**src/rtl/seg7_reader.sv**
```systemverilog
// Observes a multiplexed active-low 7-segment bus and rebuilds the BCD nibble shown per digit.
// Optional SEG7_READER_ERRCNT_EN adds a saturating error-capture counter output err_cnt.
module seg7_reader #(
    parameter int DIGITS        = 4,
    parameter int STABLE_CYCLES = 4
) (
    input  logic                clk,
    input  logic                rst,
    input  logic [6:0]          segments,
    input  logic [DIGITS-1:0]   digit_sel,
    input  logic                err_clr,
    output logic [4*DIGITS-1:0] digits,
    output logic [DIGITS-1:0]   digit_valid,
    output logic                upd,
    output logic [2:0]          upd_idx,
    output logic [3:0]          upd_val,
    output logic                err
`ifdef SEG7_READER_ERRCNT_EN
    ,
    output logic [7:0]          err_cnt
`endif
);

    localparam int CW = $clog2(STABLE_CYCLES + 1);

    typedef enum logic [1:0] {IDLE, SETTLE, HOLD} state_t;

    state_t            state;
    logic [CW-1:0]     cnt;
    logic [6:0]        seg_q, seg_p;
    logic [DIGITS-1:0] sel_q, sel_p;
    logic [3:0]        nlow;
    logic [2:0]        sel_idx;
    logic              sel_ok, changed, cap;
    logic [3:0]        cap_val;

    function automatic logic [3:0] seg_decode(input logic [6:0] s);
        case (s)
            7'b000_0001: seg_decode = 4'd0;
            7'b100_1111: seg_decode = 4'd1;
            7'b001_0010: seg_decode = 4'd2;
            7'b000_0110: seg_decode = 4'd3;
            7'b100_1100: seg_decode = 4'd4;
            7'b010_0100: seg_decode = 4'd5;
            7'b010_0000: seg_decode = 4'd6;
            7'b000_1111: seg_decode = 4'd7;
            7'b000_0000: seg_decode = 4'd8;
            7'b000_1100: seg_decode = 4'd9;
            7'b111_1111: seg_decode = 4'hF;
            default:     seg_decode = 4'hE;
        endcase
    endfunction

    always_comb begin
        nlow    = '0;
        sel_idx = '0;
        for (int i = 0; i < DIGITS; i++) begin
            if (!sel_q[i]) begin
                nlow    = nlow + 4'd1;
                sel_idx = 3'(i);
            end
        end
        sel_ok  = (nlow == 4'd1);
        changed = (seg_q != seg_p) || (sel_q != sel_p);
        // Capture lands on the edge that would take the counter to STABLE_CYCLES.
        cap     = (state == SETTLE) && !changed && (cnt == CW'(STABLE_CYCLES - 1));
        cap_val = seg_decode(seg_q);
    end

    always_ff @(posedge clk or posedge rst) begin
        if (rst) begin
            state       <= IDLE;
            cnt         <= '0;
            seg_q       <= 7'h7F;
            seg_p       <= 7'h7F;
            sel_q       <= '1;
            sel_p       <= '1;
            digits      <= '1;
            digit_valid <= '0;
            upd         <= 1'b0;
            upd_idx     <= '0;
            upd_val     <= 4'hF;
            err         <= 1'b0;
`ifdef SEG7_READER_ERRCNT_EN
            err_cnt     <= '0;
`endif
        end else begin
            seg_q <= segments;
            sel_q <= digit_sel;
            seg_p <= seg_q;
            sel_p <= sel_q;
            upd   <= 1'b0;
            if (err_clr) err <= 1'b0;

            case (state)
                IDLE: begin
                    if (sel_ok) begin
                        state <= SETTLE;
                        cnt   <= CW'(1);
                    end else begin
                        cnt <= '0;
                    end
                end
                SETTLE, HOLD: begin
                    if (changed) begin
                        if (sel_ok) begin
                            state <= SETTLE;
                            cnt   <= CW'(1);
                        end else begin
                            state <= IDLE;
                            cnt   <= '0;
                        end
                    end else if (cap) begin
                        state   <= HOLD;
                        cnt     <= CW'(STABLE_CYCLES);
                        upd     <= 1'b1;
                        upd_idx <= sel_idx;
                        upd_val <= cap_val;
                        for (int g = 0; g < DIGITS; g++) begin
                            if (sel_idx == 3'(g)) begin
                                digits[4*g +: 4] <= cap_val;
                                digit_valid[g]   <= (cap_val <= 4'd9);
                            end
                        end
                        // Set wins over a same-cycle err_clr.
                        if (cap_val == 4'hE) begin
                            err <= 1'b1;
`ifdef SEG7_READER_ERRCNT_EN
                            if (err_cnt != 8'hFF) err_cnt <= err_cnt + 8'd1;
`endif
                        end
                    end else if (state == SETTLE) begin
                        cnt <= cnt + CW'(1);
                    end
                end
                default: begin
                    state <= IDLE;
                    cnt   <= '0;
                end
            endcase
        end
    end

endmodule

```
**config.mk**
```make
export PLATFORM = sky130hd
export DESIGN_NAME = seg7_reader
export DESIGN_NICKNAME = d
export VERILOG_FILES = /design/src/rtl/seg7_reader.sv
export SDC_FILE = /design/constraint.sdc
export NUM_CORES = 1
export LEC_CHECK = 0
export BUFFER_PORTS_ARGS = -buffer_cell sky130_fd_sc_hd__buf_4
export CORE_MARGIN = 8
export CORE_UTILIZATION = 50
export CTS_CLUSTER_SIZE = 12
export DETAILED_ROUTE_END_ITERATION = 6
export PLACE_DENSITY_LB_ADDON = 0.08
export SLEW_MARGIN = 10
export SYNTH_ARGS = -nofsm -noshare
export SYNTH_HDL_FRONTEND = slang
export SYNTH_SLANG_ARGS = --single-unit
```
**constraint.sdc**
```tcl
create_clock -name clk -period 2.57 [get_ports clk]
set_input_delay 0.6425 -clock clk [delete_from_list [all_inputs] [get_ports clk]]
set_output_delay 0.6425 -clock clk [all_outputs]
set_load 0.1 [all_outputs]
```
==> impl_metrics.ini, run 1 <==
[status]
status = completed

[critical_path]
crit_required_ns = 2.82
crit_chain = inv_1, ha_4, xnor2_2, ha_1, nor4b_2, a311oi_2, a21oi_2, buf_6, o211ai_1, o311ai_1, a21o_1
cp-startpoint = sel_q[1]
worstSetupPathType = reg -> reg
path_max_fanout = 8
start_kind = flop
cp_slowest_stage_delay_ns = 0.58
r2r-start = sel_q[1]
worstSetupEndpointType = flop
cp_slowest_cell = dfstp_2
cp.arrival_ns = 2.69
reg2reg_slack_ns = 0.13

[final_layout]
drive_gt1_frac = 0.5148
fill_cells = 427
final_area_mm2 = 0.003248
n_antenna_cell = 0
postLayoutCoreUtil = 0.6400
nets = 292
area_growth_pct = 24.93
fin_cells = 340

[cts]
ctsHoldBuffers = 0
cts_tree = built
htree_levels = 2
cts.path.max_buffers = 2
cts_buffers = 5
cts.sinks = 55
clk_latency_ns = 0.30
root_buffer = clkbuf_8
clk_pin_slew_ns = 0.10

[yosys]
synth_xor_area_frac = 0.05053
synth_compound_area_frac = 0.08999
syn_avg_cell_area_um2 = 12.15
postSynth.asyncResetShare = 1.000
syn_area_mm2 = 0.002600
ys_types = 45
synth_top_family_by_area = simple AND/OR/NAND/NOR gates
synth_ff_type = dfstp_2
yosysWarnings = 0
ys_seq_area_frac = 0.5496
yosys.area_share.adder = 0.04331
syn_inst = 214
yosys-mux-area-fraction = 0.07796
synthSimpleGateAreaFrac = 0.1530
synth_fp_nets = 237
synth_edf_count = 0
ys_ff_latch = 55

[floorplanning]
start_util = 0.5123
die_w_um = 88.11
die_area_mm2 = 0.007763
io_pins = 43
die_y_um = 88.11
fp-row-count = 26
core_area_mm2 = 0.005075

[route]
route.met3.wl_um = 201
route.detailed.drc = 0
top_layer = met4
routed_wirelength_mm = 5.297
dr.pass1.iters = 4
via_count = 1779
met2WireLength_mm = 2.597
vias_per_cell = 5.232
met1_length_mm = 2.443
final_antenna_net_count = 0
wl_per_cell_um = 15.58
first_iter_violations = 56

[grt]
grt_start_max_net_pins = 30
track_usage = 0.1497
antenna_found_initial = 0
globalRouteOverflowTotal = 0
grt_pass1_vias = 1884
grt_pass1_wl_mm = 9.080

[timing]
drv_slew = 0
hold_viol_final = 0
clock.fmax_ghz = 0.4104
post-route-period-util = 0.9481
finClkSkew_ns = 0.009138
finalCriticalPeriod_ns = 2.437
relSlewSlack = 0.5655
tns_ns = 0
max_slew.worst_pin.slew_ns = 0.6508
setup-violations-final = 0

[place]
port_buffers = 41
place.gp.congestion = 0.8301
dp_hpwl_mm = 3.973
dpl_cell_area_mm2 = 0.003085
placed_cells = 331

[worst_hold_path]
hold_start = sel_q[0]
hold_class = reg -> reg

[power_and_ir_drop]
p_leak_nw = 1.434
power.density_mw_per_mm2 = 552.7
ir_drop_mv = 0.3761

[job]
drv_cap = 0
==> cells in the mapped netlist (4+ instances only) <==
library cell / n / area share
dfrtp_1: 13 / 0.13
mux2_2: 16 / 0.069
nand2_1: 6 / 0.0087
nor2_1: 16 / 0.023
nand3_1: 8 / 0.015
xor2_1: 12 / 0.040
dfstp_2: 42 / 0.42
buf_2: 4 / 0.0077
inv_1: 10 / 0.014
ha_1: 9 / 0.043
nor3_1: 5 / 0.0096
clkbuf_1: 5 / 0.0072
a31oi_1: 8 / 0.019
a21oi_1: 12 / 0.023
nor4_4: 4 / 0.033
==> kinds of logic (layout without fill, tap and decap cells) <==
| kind of cell | count (synthesis) | after routing |
|---|---|---|
| other | 1 | 1 |
| adder cells (fa/ha/maj) | 9 | 9 |
| buffers and inverters | 21 | 77 |
| XOR/XNOR | 15 | 15 |
| multiplexers | 18 | 18 |
| flip-flops | 55 | 55 |
| AND/OR/NAND/NOR | 59 | 59 |
| AO/OA/AOI/OAI | 36 | 36 |
==> cell usage in the layout, fill, tap and decap left out, types with 2 or more instances in the layout <==
cell	count
nor3_1	5
xor2_1	12
nor4b_1	2
nand3b_1	3
buf_4	56
o21ai_0	2
ha_1	8
o311ai_1	2
a31oi_1	8
a21oi_1	11
mux2_1	2
nand2b_1	2
nand3_1	8
a22o_1	2
nor2_1	16
xnor2_1	2
nor2b_1	2
inv_1	9
nand2_1	6
mux2_2	16
or3_1	2
nor4_4	4
dfrtp_1	13
dfstp_2	42
clkbuf_8	5
==> timing repair <==
action / CTS / global route
setup buffers: 1 / 0
resized for setup: 0 / 6
setup endpoints to repair: 2 / 3
pin swaps: 0 / 1
==> through the flow <==
stage,setup WS [ns],hold slack [ns],power [mW]
2_1_floorplan,0.1164,0.3519,1.144
3_3_place_gp,0.1009,0.3799,1.212
3_5_place_dp,0.007060,0.3845,1.217
4_1_cts,0.05497,0.3966,1.802
5_1_grt,-0.04633,0.4029,1.893
6_report,0.1334,0.3948,1.795
==> layout make-up <==
type | count | area, um^2 | share of cell area
Clock buffer | 5 | 68.82 | 0.02119
Clock inverter | 3 | 47.55 | 0.01464
Inverter | 11 | 42.54 | 0.01310
Multi-Input combinational cell | 138 | 1121 | 0.3451
Sequential cell | 55 | 1429 | 0.4399
Tap cell | 70 | 87.58 | 0.02696
Timing Repair Buffer | 58 | 451.7 | 0.1391
==> worst paths after layout <==
| path | cells after the start | to |
|---|---|---|
| setup reg to reg | 11 | cnt[0] |
| hold / removal | 0 | sel_p[0] |
| setup / recovery | 11 | cnt[0] |
| max in group asynchronous | 3 | digits[12] |
| min in group asynchronous | 2 | upd_idx[1] |
| hold reg to reg | 0 | sel_p[0] |
==> worst max-delay path, delay by kind of cell, from the launching register on <==
family / cells / cell delay (ns)
XOR/XNOR: 1 / 0.13
AO/OA/AOI/OAI: 5 / 0.57
buffers and inverters: 2 / 0.23
AND/OR/NAND/NOR: 1 / 0.31
adder cells (fa/ha/maj): 2 / 0.55
flip-flops: 1 / 0.58
==> report_power, final <==
group | internal, mW | switching [mW] | total [mW]
Combinational | 0.122 | 0.154 | 0.276
Sequential | 0.912 | 0.0280 | 0.940
Clock | 0.296 | 0.284 | 0.580
==> layer usage <==
metal,vias to the layer above,track usage
met4,0,0.04455
met1,883,0.1864
li1,861,-
met5,-,0
met2,29,0.2456
met3,6,0.04221
==> sequential cells by signal (all words and copies together) (netlist names), 2 cells and up <==
signal,cells
cnt,3
digit_valid,4
digits,16
seg_p,7
seg_q,7
sel_p,4
sel_q,4
state,2
upd_idx,2
upd_val,4
No activity file was read; power rests on OpenSTA's default activity.
==> run 2: changes to the inputs <==
--- a/config.mk
+++ b/config.mk
@@ -6,8 +6,10 @@
 export NUM_CORES = 1
 export LEC_CHECK = 0
 export BUFFER_PORTS_ARGS = -buffer_cell sky130_fd_sc_hd__buf_4
+export CELL_PAD_IN_SITES_DETAIL_PLACEMENT = 0
+export CELL_PAD_IN_SITES_GLOBAL_PLACEMENT = 1
 export CORE_MARGIN = 8
-export CORE_UTILIZATION = 50
+export CORE_UTILIZATION = 40
 export CTS_CLUSTER_SIZE = 12
 export DETAILED_ROUTE_END_ITERATION = 6
 export PLACE_DENSITY_LB_ADDON = 0.08
==> run 2 against run 1 <==
Register-to-register slack lost 0.04 ns. Routed wire length grew 0.96%. Critical endpoint unchanged. Via count shrank 0.84%. Final area shrank 0.35%.
==> impl_metrics.ini, run 2 (synthesized netlist as in run 1, its figures left out) <==
[route]
routed_wirelength_mm = 5.348
vias_per_cell = 5.069
final_antenna_net_count = 0
dr.pass1.iters = 4
via_count = 1764
wl_per_cell_um = 15.37
route.detailed.drc = 0
first_iter_violations = 42

[power_and_ir_drop]
p_leak_nw = 1.433
power.density_mw_per_mm2 = 542.9
p_int_mw = 1.306
ir_drop_mv = 0.2655
seqPwrFrac = 0.536
clkPwrFrac = 0.310
combPwrFrac = 0.154
p_sw_mw = 0.4516
p_sw_frac = 0.2570

[critical_path]
cp_slowest_cell = dfstp_2
reg2reg_slack_ns = 0.1
crit_chain = inv_1, ha_1, xnor2_1, ha_1, nor4b_2, a311oi_2, a21oi_2, buf_4, nand3_1, a21oi_1, a21o_1
worstSetupPathType = reg -> reg
cp_top_family = adder cells
path_max_fanout = 8
crit_required_ns = 2.82
cp.arrival_ns = 2.72
path_buf_inv = 2
start_kind = flop
cpMostUsedCell = ha_1
worstSetupEndpointType = flop
cp_slowest_stage_delay_ns = 0.57

[cts]
clk_latency_ns = 0.30
htree_levels = 2
cts.path.max_buffers = 2
cts_tree = built
root_buffer = clkbuf_8
clk_pin_slew_ns = 0.10
cts_buffers = 5
cts.sinks = 55

[final_layout]
largest_reg_flops = 16
final_area_mm2 = 0.003237
area_growth_pct = 24.49
final_common_cell = buf_4
reg_top3 = digits x16, seg_p x7, seg_q x7
nets = 293
postLayoutCoreUtil = 0.5127
n_antenna_cell = 0
drive_gt1_frac = 0.5092
regMostFlops = digits
final_cell_mix = buf_4, dfstp_2, mux2_2, nor2_1, dfrtp_1
fin_cells = 348

[floorplanning]
start_util = 0.4118
die_y_um = 96.62
die_w_um = 96.62
io_pins = 43
die_area_mm2 = 0.009335
core_area_mm2 = 0.006314
fp-row-count = 29

[place]
place.gp.congestion = 0.7393
port_buffers = 41
dp_hpwl_mm = 4.014
dpl_cell_area_mm2 = 0.003094
placed_cells = 338

[timing]
setup-violations-final = 0
clock.fmax_ghz = 0.4042
finalCriticalPeriod_ns = 2.474
hold_viol_final = 0
tns_ns = 0
finClkSkew_ns = 0.008680
max_slew.worst_pin.slew_ns = 0.6473
drv_slew = 0
relSlewSlack = 0.5676
post-route-period-util = 0.9627

[grt]
grt_pass1_vias = 1865
grt_start_max_net_pins = 30
track_usage = 0.1181
antenna_found_initial = 0
globalRouteOverflowTotal = 0
grt_pass1_wl_mm = 9.335

[status]
status = completed

[job]
drv_cap = 0

[worst_hold_path]
hold_class = reg -> reg
==> run 2: changes by cell type in the layout (fill, tap and decap cells not counted), sizes merged <==
cell	change
buf	+1
bufinv	-1
clkbuf	+2
inv	-1
==> run 2: power groups by stage <==
stage          Clock (mW)  Sequential, mW  Combinational (mW)
2_1_floorplan           0           0.942               0.202
3_3_place_gp            0           0.955               0.260
3_5_place_dp            0           0.956               0.262
4_1_cts             0.568           0.942               0.263
5_1_grt             0.599           0.946               0.302
6_report            0.545           0.941               0.271
==> run 2: metrics by stage <==
| stage | worst slack [ns] | hold WS, ns | power (mW) |
|---|---|---|---|
| after floorplan | 0.1164 | 0.3519 | 1.144 |
| after global routing | -0.02971 | 0.3948 | 1.847 |
| after detailed placement | 0.03181 | 0.3862 | 1.218 |
| after global placement | 0.09181 | 0.3786 | 1.215 |
| final | 0.09584 | 0.3877 | 1.757 |
| after CTS | 0.01611 | 0.3976 | 1.773 |
==> run 2: cell type report <==
class | count | area [um^2]
clock buffers | 7 | 107.6
clock inverters | 1 | 5.005
fillers | 596 | 3077
inverters | 11 | 42.54
multi-input cells | 138 | 1101
flip-flops and latches | 55 | 1429
well taps | 77 | 96.34
repair buffers | 59 | 455.4
==> run 2: metal layers <==
metal  vias up  GRT usage  share of wire
met2        36     0.1979           0.49
met5         -          0              0
li1        862          -              -
met1       864     0.1491           0.47
met3         2    0.02703          0.032
met4         0    0.02840         0.0054
==> run 2: final timing paths <==
path | cells after the start | to | from
worst max register to register | 11 | cnt[0] | sel_q[0]
min in group asynchronous | 2 | err | rst
worst min-delay path | 0 | sel_p[1] | sel_q[1]
worst min register to register | 0 | sel_p[1] | sel_q[1]
max in group asynchronous | 3 | digits[15] | rst
worst max-delay path | 11 | cnt[0] | sel_q[0]
==> run 2: repair_timing <==
item,CTS,global route
setup endpoints to repair,0,3
setup buffers,0,2
hold buffers,0,0
gates resized for setup,0,4
hold endpoints to repair,0,0
==> run 2: worst register-to-register path: stages, from the launching register on <==
cell and delay [ns]:
dfstp_2 0.57, inv_1 0.05, ha_1 0.32, xnor2_1 0.14, ha_1 0.32, nor4b_2 0.31, a311oi_2 0.08, a21oi_2 0.12
buf_4 0.16, nand3_1 0.08, a21oi_1 0.16, a21o_1 0.12
==> run 3: changes to the inputs <==
--- a/config.mk
+++ b/config.mk
@@ -13,6 +13,7 @@
 export CTS_CLUSTER_SIZE = 12
 export DETAILED_ROUTE_END_ITERATION = 6
 export PLACE_DENSITY_LB_ADDON = 0.08
+export RECOVER_POWER = 25
 export SLEW_MARGIN = 10
 export SYNTH_ARGS = -nofsm -noshare
 export SYNTH_HDL_FRONTEND = slang
==> run 3 against run 2 <==
Global-route usage is the same. Highest routed layer unchanged. Power shrank 0.24%. Fmax shrank 0.41%.
==> impl_metrics.ini, run 3 (synthesized netlist as in run 1, its figures left out) <==
[status]
status = completed

[critical_path]
cp-startpoint = sel_q[0]
crit_required_ns = 2.82
path_max_fanout = 8
r2r-start = sel_q[0]
cp.arrival_ns = 2.73
worstSetupEndpointType = flop
worstSetupPathType = reg -> reg
start_kind = flop

[timing]
setup-violations-final = 0
finClkSkew_ns = 0.008721
hold_viol_final = 0
hold_ws_ns = 0.3877
tns_ns = 0
post-route-period-util = 0.9666
relSlewSlack = 0.3274
max_slew.worst_pin.slew_ns = 1.008
clock.fmax_ghz = 0.4025
drv_slew = 0
finalCriticalPeriod_ns = 2.484

[final_layout]
fill_cells = 600
postLayoutCoreUtil = 0.5115
reg_top3 = digits x16, seg_p x7, seg_q x7
final_cell_mix = buf_4, dfstp_2, mux2_2, nor2_1, dfrtp_1
nets = 293
drive_gt1_frac = 0.4871
final_area_mm2 = 0.003229
area_growth_pct = 24.21
regMostFlops = digits
n_antenna_cell = 0
final_common_cell = buf_4
largest_reg_flops = 16

[route]
route.detailed.drc = 0
first_iter_violations = 44
final_antenna_net_count = 0
vias_per_cell = 5.080
routed_wirelength_mm = 5.343
via_count = 1768
wl_per_cell_um = 15.35
dr.pass1.iters = 4

[power_and_ir_drop]
clkPwrFrac = 0.311
p_leak_nw = 1.423
ir_drop_mv = 0.2654
combPwrFrac = 0.153
seqPwrFrac = 0.536
power_mw = 1.753
p_sw_frac = 0.2572
p_int_mw = 1.302
p_sw_mw = 0.4510
power.density_mw_per_mm2 = 542.9

[cts]
cts_buffers = 5
htree_levels = 2
clk_pin_slew_ns = 0.10
clk_latency_ns = 0.30
ctsHoldBuffers = 0
cts.sinks = 55
cts_tree = built
root_buffer = clkbuf_8
cts.path.max_buffers = 2

[worst_hold_path]
hold_class = reg -> reg
hold_start = sel_q[1]

[grt]
grt_pass1_wl_mm = 9.335
antenna_found_initial = 0
grt_start_max_net_pins = 30
globalRouteOverflowTotal = 0
track_usage = 0.1181
grt_pass1_vias = 1865

[floorplanning]
die_w_um = 96.62
core_area_mm2 = 0.006314
die_y_um = 96.62
start_util = 0.4118
fp-row-count = 29
io_pins = 43
die_area_mm2 = 0.009335

[place]
dpl_cell_area_mm2 = 0.003094
port_buffers = 41
dp_hpwl_mm = 4.014
place.gp.congestion = 0.7393

[job]
drv_cap = 0
## run 3: power groups by stage
stage	Clock, mW	Combinational [mW]	Sequential, mW
5_1_grt	0.598	0.300	0.945
4_1_cts	0.568	0.263	0.942
3_5_place_dp	0	0.262	0.956
3_3_place_gp	0	0.260	0.955
2_1_floorplan	0	0.202	0.942
6_report	0.545	0.268	0.940
## run 3: cell type report
class,instances,area (um^2),area share
multi-input cells,138,1101,0.3410
clock inverters,1,5.005,0.001550
clock buffers,7,107.6,0.03332
inverters,11,42.54,0.01317
flip-flops and latches,55,1429,0.4425
repair buffers,59,447.9,0.1387
well taps,77,96.34,0.02983
## run 3: worst paths after layout
path | to | slack, ns | cells past startpoint
max in group asynchronous | digits[15] | 1.24 | 3
min in group asynchronous | err | 0.59 | 2
max | cnt[0] | 0.09 | 11
max reg2reg | cnt[0] | 0.09 | 11
min | sel_p[1] | 0.39 | 0
min reg2reg | sel_p[1] | 0.39 | 0
## run 3: critical path, stage by stage (launching register included)
cell	delay, ns
dfstp_2	0.57
inv_1	0.05
ha_1	0.32
xnor2_1	0.14
ha_1	0.32
nor4b_2	0.31
a311oi_2	0.08
a21oi_2	0.12
buf_4	0.16
nand3_1	0.09
a21oi_1	0.17
a21o_1	0.12
## run 3: repair_timing
action / CTS / global route
gates resized for setup: 0 / 4
buffers inserted: 0 / 2
endpoints found under the setup margin: 0 / 3
## run 3: layer usage
layer,track usage,share of wire,up-vias
li1,-,-,860
met1,0.1491,0.47,870
met2,0.1979,0.49,34
met3,0.02703,0.030,4
met4,0.02840,0.0058,0
met5,0,0,-
## run 3: stage by stage
| step | std cells | setup slack [ns] |
|---|---|---|
| after floorplan | 214 | 0.1164 |
| after global placement | 338 | 0.09181 |
| after detailed placement | 338 | 0.03181 |
| after CTS | 346 | 0.01611 |
| after global routing | 348 | -0.02971 |
| final | 348 | 0.08572 |
